--- src/rtl/can_crc_engine.sv ---
// Serial CRC-15/17/21 engine for the CAN / CAN FD bit stream: per-frame mode,
// stuff-bit handling, zero-residue flag and MSB-first serialisation of the result.
module can_crc_engine #(
   parameter int          CRC_W      = 21,
   parameter logic [14:0] POLY15     = 15'h4599,
   parameter logic [16:0] POLY17     = 17'h1685B,
   parameter logic [20:0] POLY21     = 21'h102899,
   parameter bit          FD_INIT_EN = 1'b1
) (
   input  logic             clk,
   input  logic             rst,
   input  logic             crc_init,
   input  logic [1:0]       mode,
   input  logic             bit_valid,
   input  logic             data_bit,
   input  logic             stuff_bit,
   input  logic             shift_start,
   input  logic             shift_adv,
   output logic [CRC_W-1:0] crc_out,
   output logic [4:0]       crc_len,
   output logic             crc_zero,
   output logic             tx_bit,
   output logic             tx_active,
   output logic             tx_last,
   output logic             busy
);

   typedef enum logic [1:0] {IDLE, CALC, SHIFT, DONE} state_t;
   typedef enum logic [1:0] {M15, M17, M21}           crc_mode_t;

   state_t           state;
   crc_mode_t        mode_q;
   logic [CRC_W-1:0] crc_reg;
   logic [CRC_W-1:0] shift_reg;
   logic [4:0]       cnt;

   function automatic logic [4:0] len_of(input crc_mode_t m);
      case (m)
         M17:     return 5'd17;
         M21:     return 5'd21;
         default: return 5'd15;
      endcase
   endfunction

   function automatic logic [CRC_W-1:0] poly_of(input crc_mode_t m);
      case (m)
         M17:     return CRC_W'(POLY17);
         M21:     return CRC_W'(POLY21);
         default: return CRC_W'(POLY15);
      endcase
   endfunction

   // CAN FD CRCs seed a single one in the top bit of the active width.
   function automatic logic [CRC_W-1:0] init_of(input crc_mode_t m);
      if (!FD_INIT_EN || m == M15) return '0;
      return CRC_W'(1) << (len_of(m) - 5'd1);
   endfunction

   function automatic crc_mode_t decode_mode(input logic [1:0] m);
      case (m)
         2'd1:    return M17;
         2'd2:    return M21;
         default: return M15;
      endcase
   endfunction

   logic [CRC_W-1:0] len_mask;
   logic [CRC_W-1:0] crc_next;
   logic             fb;
   logic             take_bit;

   // NOTE: every always_comb output gets a default first so no path can infer a latch.
   always_comb begin
      crc_len  = len_of(mode_q);
      len_mask = (CRC_W'(1) << crc_len) - CRC_W'(1);
      fb       = data_bit ^ crc_reg[crc_len - 5'd1];
      crc_next = ((crc_reg << 1) & len_mask) ^ (fb ? poly_of(mode_q) : '0);
      take_bit = bit_valid && !(mode_q == M15 && stuff_bit);
   end

   // NOTE: all state below uses non-blocking assignments so every register samples pre-edge values.
   always_ff @(posedge clk) begin
      if (rst) begin
         state     <= IDLE;
         mode_q    <= M15;
         crc_reg   <= '0;
         shift_reg <= '0;
         cnt       <= '0;
      end else if (crc_init) begin
         state     <= CALC;
         mode_q    <= decode_mode(mode);
         crc_reg   <= init_of(decode_mode(mode));
         shift_reg <= '0;
         cnt       <= '0;
      end else begin
         case (state)
            CALC: begin
               if (shift_start) begin
                  shift_reg <= crc_reg;
                  cnt       <= crc_len - 5'd1;
                  state     <= SHIFT;
               end else if (take_bit) begin
                  crc_reg <= crc_next;
               end
            end
            SHIFT: begin
               if (shift_adv) begin
                  shift_reg <= (shift_reg << 1) & len_mask;
                  if (cnt == 5'd0) state <= DONE;
                  else             cnt   <= cnt - 5'd1;
               end
            end
            default: ;
         endcase
      end
   end

   assign crc_out   = crc_reg;
   assign crc_zero  = ((crc_reg & len_mask) == '0);
   assign tx_active = (state == SHIFT);
   assign tx_bit    = tx_active && shift_reg[crc_len - 5'd1];
   assign tx_last   = tx_active && (cnt == 5'd0);
   assign busy      = (state != IDLE);

endmodule

--- config.mk ---
export PLATFORM = sky130hd
export DESIGN_NAME = can_crc_engine
export DESIGN_NICKNAME = d
export VERILOG_FILES = /design/src/rtl/can_crc_engine.sv
export SDC_FILE = /design/constraint.sdc
export NUM_CORES = 1
export LEC_CHECK = 0
export CAP_MARGIN = 25
export CORE_MARGIN = 2
export CORE_UTILIZATION = 54
export DETAILED_ROUTE_END_ITERATION = 8
export PLACE_DENSITY = 0.8
export SYNTH_ARGS = -nofsm -noshare
export SYNTH_HDL_FRONTEND = slang
export SYNTH_SLANG_ARGS = --single-unit
export TNS_END_PERCENT = 1
--- constraint.sdc ---
create_clock -name clk -period 2.5 [get_ports clk]
set_input_delay 0.5 -clock clk [delete_from_list [all_inputs] [get_ports clk]]
set_output_delay 0.5 -clock clk [all_outputs]
set_load 0.02 [all_outputs]
==> results of run 1 <==
final timing paths:
path              depth (start not counted)  slack [ns]                       from                         to
setup reg to reg                          8        0.09     mode_q[1]$_SDFFE_PP0P_   crc_out[20]$_SDFFE_PP0P_
setup / recovery                          5       0.005     mode_q[0]$_SDFFE_PP0P_                     tx_bit
hold reg to reg                           2        0.49  shift_reg[3]$_SDFFE_PP0P_  shift_reg[4]$_SDFFE_PP0P_
hold / removal                            2        0.49  shift_reg[3]$_SDFFE_PP0P_  shift_reg[4]$_SDFFE_PP0P_
through the flow:
stage	utilization	setup TNS [ns]	hold slack, ns	area (sq um)	instances
finish	0.701	0	0.486	3330	447
CTS	0.701	0	0.490	3330	447
detailed placement	0.681	0	0.477	3240	439
global placement	0.681	0	0.453	3240	439
global route	0.701	-0.176	0.508	3330	447
floorplan	-	0	0.432	2670	334
cell families after synthesis:
| group | count (synthesis) | synth area share |
|---|---|---|
| multiplexers | 9 | 0.0436 |
| AO/OA/AOI/OAI | 72 | 0.181 |
| AND/OR/NAND/NOR | 143 | 0.245 |
| adder cells (fa/ha/maj) | 9 | 0.0422 |
| buffers and inverters | 36 | 0.0548 |
| other | 1 | 0.00140 |
| flip-flops | 51 | 0.382 |
| XOR/XNOR | 13 | 0.0496 |
power breakdown:
part | internal [uW] | total (uW) | leakage (uW) | switching, uW
Sequential | 829 | 847 | 0.000413 | 17.2
Combinational | 104 | 244 | 0.000701 | 141
Clock | 252 | 534 | 0.0000505 | 281
Total | 1190 | 1620 | 0.00116 | 439
synthesized netlist by cell type (all sizes together):
cell	n
dfxtp	51
nand2	49
nor2	38
a21oi	24
nand3	20
clkbuf	18
a311oi	14
o21ai	14
ha	9
inv	9
nor3	9
buf	8
a221oi	7
xnor2	7
mux2i	6
xor2	6
nand4	5
nor2b	5
nor4	5
nand2b	4
a211oi	2
mux4	2
o211ai	2
o22ai	2
or2	2
or4	2
a2111oi	1
a21bo	1
a22o	1
a22oi	1
a311o	1
a31oi	1
and2	1
and4	1
clkinv	1
conb	1
mux2	1
nor3b	1
o41ai	1
or3	1
per-layer routing:
| layer | vias to the layer above | routed length, um | global-route usage |
|---|---|---|---|
| met3 | 19 | 499 | 0.0556 |
| met4 | 0 | 150 | 0.105 |
| met2 | 134 | 3510 | 0.488 |
| li1 | 1270 | - | - |
| met5 | - | 0 | 0 |
| met1 | 1236 | 2950 | 0.341 |
area by class of cell:
cell class	instances	area, sq um
Clock inverter	1	7.51
Inverter	10	37.5
Clock buffer	7	96.3
Tap cell	67	83.8
Sequential cell	51	1020
Fill cell	414	1420
Timing Repair Buffer	64	581
Multi-Input combinational cell	247	1500
critical path: cells and delay by family (launching register included):
kind | cells | cell delay [ns]
fa+ha+maj | 1 | 0.39
buf+inv | 2 | 0.42
flops | 1 | 0.40
mux | 1 | 0.31
simple gates | 1 | 0.17
repair_timing:
item / in CTS / in global routing
gates resized for setup: 5 / 2
buffers inserted: 0 / 0
cloned: 0 / 0
endpoints found under the setup margin: 5 / 3
==> results.tsv, run 1 <==
stage	metric	value	unit
global_routing	grt_pass1_vias	2521	
floorplanning	die_w	74.3	um
detailed_routing	vias_per_cell	5.95	
job	cap_violations	0	
synthesis	ranking_of_synthesized_cells_by_area	dfxtp_1 (38%), nand2_1 (6.9%), nor2_1 (5.2%), a311oi_1 (4.6%), a21oi_1 (4.5%)	
timing	tightest_slew	0.463	ns
floorplanning	fp.dieArea	5530	sq um
placement	hpwl_after_dpl	5170	um
cells_and_area	mostFrequentLayoutCells	dfxtp_1 (51), nand2_1 (49), nor2_1 (37)	
timing	timing.final.crit_period	2.50	ns
cells_and_area	final_nets	398	
clock_network	cts_root_buf	clkbuf_8	
clock_network	tritoncts_clock_tree	built	
clock_network	max_root_sink_buffers	2	
timing	finalHoldViolations	0	
floorplanning	initial_utilization	0.562	
floorplanning	die_y	74.3	um
setup_path	slowest_stage	dfxtp_1	
global_routing	grt_pass1_wl	11800	um
clock_network	clk_pin_slew	0.09	ns
setup_path	slowest_delay	0.40	ns
floorplanning	placement_rows	25	
cells_and_area	synthToLayoutAreaGrowth	24.7	%
timing	finalSetupViolCount	0	
synthesis	netlist_instances	334	
setup_path	end_kind	output pin	
floorplanning	io-pin-count	41	
timing	post_route_clock_skew	0.00544	ns
synthesis	synth.net_count	353	
timing	fin_ws	0.00483	ns
cells_and_area	layout_commonest_cell	dfxtp_1	
detailed_routing	ant_nets	0	
synthesis	synthesis.yosys.warnings	0	
global_routing	grt_antenna_before_repair	0	
setup_path	critical_path_class	reg -> out	
placement	worst_slack_placed	0.0985	ns
synthesis	synth-seq-cells	51	
setup_path	critical_path_fanout_max	5	
timing	slew_headroom	0.683	
synthesis	netlist.top_cell.by_area	dfxtp_1	
clock_network	post_cts_hold_buffer_count	0	
floorplanning	core-area	4750	sq um
detailed_routing	routed_wire_length_per_instance	15.9	um
synthesis	ys_types	45	
cells_and_area	n_antenna_cell	0	
global_routing	pin_count_of_the_biggest_net_entering_global_routing	34	
detailed_routing	first_pass_iters	5	
timing	final_min_period_over_clock_period	0.998	
synthesis	synth.avg_cell_area	8.00	sq um
synthesis	synth_top_area_frac	0.382	
global_routing	overall_track_demand_over_capacity_in_global_routing	0.279	
setup_path	cp_cell_sequence	inv_1 -> ha_1 -> mux4_2 -> and2_1 -> dlygate4sd2_1	
clock_network	clock_sink_count	51	
clock_network	cts_made_buffers	5	
placement	placement.io_buffers	39	
placement	routabilityCongestion	0.853	
cells_and_area	drive_above_1_share	0.116	
setup_path	worstPathArrival	2.00	ns
timing	rsz0062_at_grt	yes	
setup_path	startpoint_type	register	
power_and_ir_drop	power.static_leakage	0.00116	uW
timing	timing.final.max_slew_violations	0	
detailed_routing	drc	0	
setup_path	critPathRequiredTime	2.00	ns
detailed_routing	vias	2659	
timing	max_fclk	401	MHz
clock_network	worst_skew_late_latency	0.31	ns
detailed_routing	routed_wirelength	7110	um
power_and_ir_drop	totalPowerFinal	1620	uW
synthesis	yosysSeqAreaShare	0.382	
global_routing	overflow	0	
power_and_ir_drop	power.density_cell_area	488	nW/um^2
power_and_ir_drop	irDropWorstVdd	0.304	mV
min_path	hold_path_class	reg -> reg	
detailed_routing	initialDrtViolationCount	187	
synthesis	mapped_area	2670	sq um
clock_network	htreeDepth	2	
run_status	status	finished clean	
(Power assumes the default switching activity.)
==> run 2, diff against run 1 <==
- GPL_TIMING_DRIVEN: default -> 0
==> results.tsv, run 2 (synthesis results as in run 1) <==
stage	metric	value	unit
cells_and_area	drive_above_1_share	0.0899	
detailed_routing	ant_nets	0	
timing	tightest_slew	0.565	ns
timing	rsz0062_at_grt	no	
setup_path	worstPathArrival	1.90	ns
clock_network	cts_root_buf	clkbuf_8	
min_path	hold_path_class	reg -> reg	
floorplanning	io-pin-count	41	
cells_and_area	fillerInstances	414	
floorplanning	placement_rows	25	
clock_network	worst_skew_late_latency	0.30	ns
clock_network	tritoncts_clock_tree	built	
detailed_routing	routed_wirelength	7080	um
clock_network	clock_sink_count	51	
global_routing	grt_pass1_wl	11600	um
setup_path	reg2reg_setup_slack	0.33	ns
detailed_routing	drc	0	
clock_network	max_root_sink_buffers	2	
timing	fin_ws	0.100	ns
setup_path	critical_path_fanout_max	9	
global_routing	grt_antenna_before_repair	0	
min_path	holdPathStages	2	
setup_path	critical_path_class	reg -> out	
run_status	status	finished clean	
clock_network	cts_made_buffers	5	
cells_and_area	synthToLayoutAreaGrowth	22.7	%
power_and_ir_drop	power.static_leakage	0.00110	uW
placement	hpwl_after_dpl	5150	um
cells_and_area	n_antenna_cell	0	
min_path	worst_hold_path.endpoint	shift_reg[0]$_SDFFE_PP0P_	
detailed_routing	vias	2646	
min_path	hold_start	shift_reg[0]$_SDFFE_PP0P_	
cells_and_area	total_area_of_multi_input_combinational_cells	1540	sq um
cells_and_area	final_nets	397	
global_routing	overall_track_demand_over_capacity_in_global_routing	0.275	
placement	postPlaceCellArea	3140	sq um
setup_path	crit-reg2reg-capture	crc_out[8]$_SDFFE_PP0P_	
clock_network	htreeDepth	2	
cells_and_area	mostFrequentLayoutCells	dfxtp_1 (49), nand2_1 (48), nor2_1 (37)	
global_routing	grt_pass1_vias	2356	
setup_path	slowest_delay	0.59	ns
placement	placement.io_buffers	38	
global_routing	pin_count_of_the_biggest_net_entering_global_routing	20	
setup_path	startpoint_of_the_lowest_slack_register_to_register_path	mode_q[0]$_SDFFE_PP0P_	
setup_path	cp_cell_sequence	inv_1 -> ha_4 -> inv_4 -> buf_4 -> clkdlybuf4s50_1	
timing	final_min_period_over_clock_period	0.960	
power_and_ir_drop	totalPowerFinal	1550	uW
setup_path	slowest_stage	clkdlybuf4s50_1	
clock_network	clk_pin_slew	0.09	ns
timing	timing.final.crit_period	2.40	ns
floorplanning	die_w	74.3	um
setup_path	startpoint_type	register	
timing	timing.final.max_slew_violations	0	
setup_path	end_kind	output pin	
setup_path	critPathRequiredTime	2.00	ns
global_routing	overflow	0	
cells_and_area	finalInstanceArea	3280	sq um
placement	worst_slack_placed	-0.396	ns
cells_and_area	seq_area	1030	sq um
detailed_routing	vias_per_cell	5.95	
power_and_ir_drop	power.density_cell_area	474	nW/um^2
timing	slew_headroom	0.623	
timing	max_fclk	417	MHz
power_and_ir_drop	irDropWorstVdd	0.443	mV
timing	finalSetupViolCount	0	
floorplanning	die_y	74.3	um
floorplanning	fp.dieArea	5530	sq um
clock_network	post_cts_hold_buffer_count	0	
placement	routabilityCongestion	0.858	
timing	finalHoldViolations	0	
timing	post_route_clock_skew	0.00919	ns
cells_and_area	layout_commonest_cell	dfxtp_1	
detailed_routing	routed_wire_length_per_instance	15.9	um
job	cap_violations	0	
detailed_routing	first_pass_iters	5	
setup_path	ff2ff_path_depth	8	
floorplanning	core-area	4750	sq um
detailed_routing	initialDrtViolationCount	224	
floorplanning	initial_utilization	0.562	
[run 2: cell types whose count changed in the layout (fill, tap and decap cells not counted), sizes merged]
cell	before	now
inv	9	10
buf	25	10
dlygate4sd2	4	2
clkbuf	8	22
clkinvlp	1	0
clkinv	1	2
[run 2: worst max path at each step]
stage / startpoint / endpoint
after floorplan: mode_q[0]$_SDFFE_PP0P_ / tx_bit
after global placement: mode_q[1]$_SDFFE_PP0P_ / tx_bit
after detailed placement: mode_q[1]$_SDFFE_PP0P_ / tx_bit
after CTS: mode_q[1]$_SDFFE_PP0P_ / crc_len[3]
after global routing: mode_q[0]$_SDFFE_PP0P_ / crc_len[3]
final: mode_q[0]$_SDFFE_PP0P_ / crc_len[3]
[run 2: critical path, delay by kind of cell, from the launching register on]
family     cells  cell delay, ns
fa+ha+maj      1            0.25
buf+inv        4            0.98
flops          1            0.37
[run 2: power by group]
part / internal, uW / total, uW / switching (uW)
logic: 101 / 246 / 145
clock network: 192 / 461 / 269
registers: 829 / 847 / 17.8
[run 2: metal layers]
| layer | routed length, um | GRT usage | share of wire | up-vias |
|---|---|---|---|---|
| li1 | - | - | - | 1266 |
| met1 | 3030 | 0.374 | 0.43 | 1254 |
| met2 | 3390 | 0.466 | 0.48 | 120 |
| met3 | 591 | 0.0407 | 0.083 | 6 |
| met4 | 65 | 0.0595 | 0.0092 | 0 |
| met5 | 0 | 0 | 0 | - |
[run 2: layout make-up]
cell class,instances,share of cell area
multi-input combinational,247,0.470
sequential,51,0.313
timing repair buffer,39,0.115
buffer,24,0.0386
tap,67,0.0256
clock buffer,5,0.0210
inverter,10,0.0130
clock inverter,2,0.00420
[run 2: repair_timing]
action                                  CTS  global route
endpoints found under the setup margin    7             3
pin swaps                                 0             1
gates resized for setup                  22             9
cloned                                    0             0
buffers inserted                          1             0
[run 2: metrics by stage]
step | std cells | utilization | hold slack [ns] | TNS (ns)
2_1_floorplan | 334 | - | 0.432 | 0
3_3_place_gp | 439 | 0.659 | 0.441 | -0.905
3_5_place_dp | 439 | 0.659 | 0.445 | -0.958
4_1_cts | 446 | 0.689 | 0.459 | -0.0175
5_1_grt | 445 | 0.689 | 0.506 | 0
6_report | 445 | 0.689 | 0.461 | 0
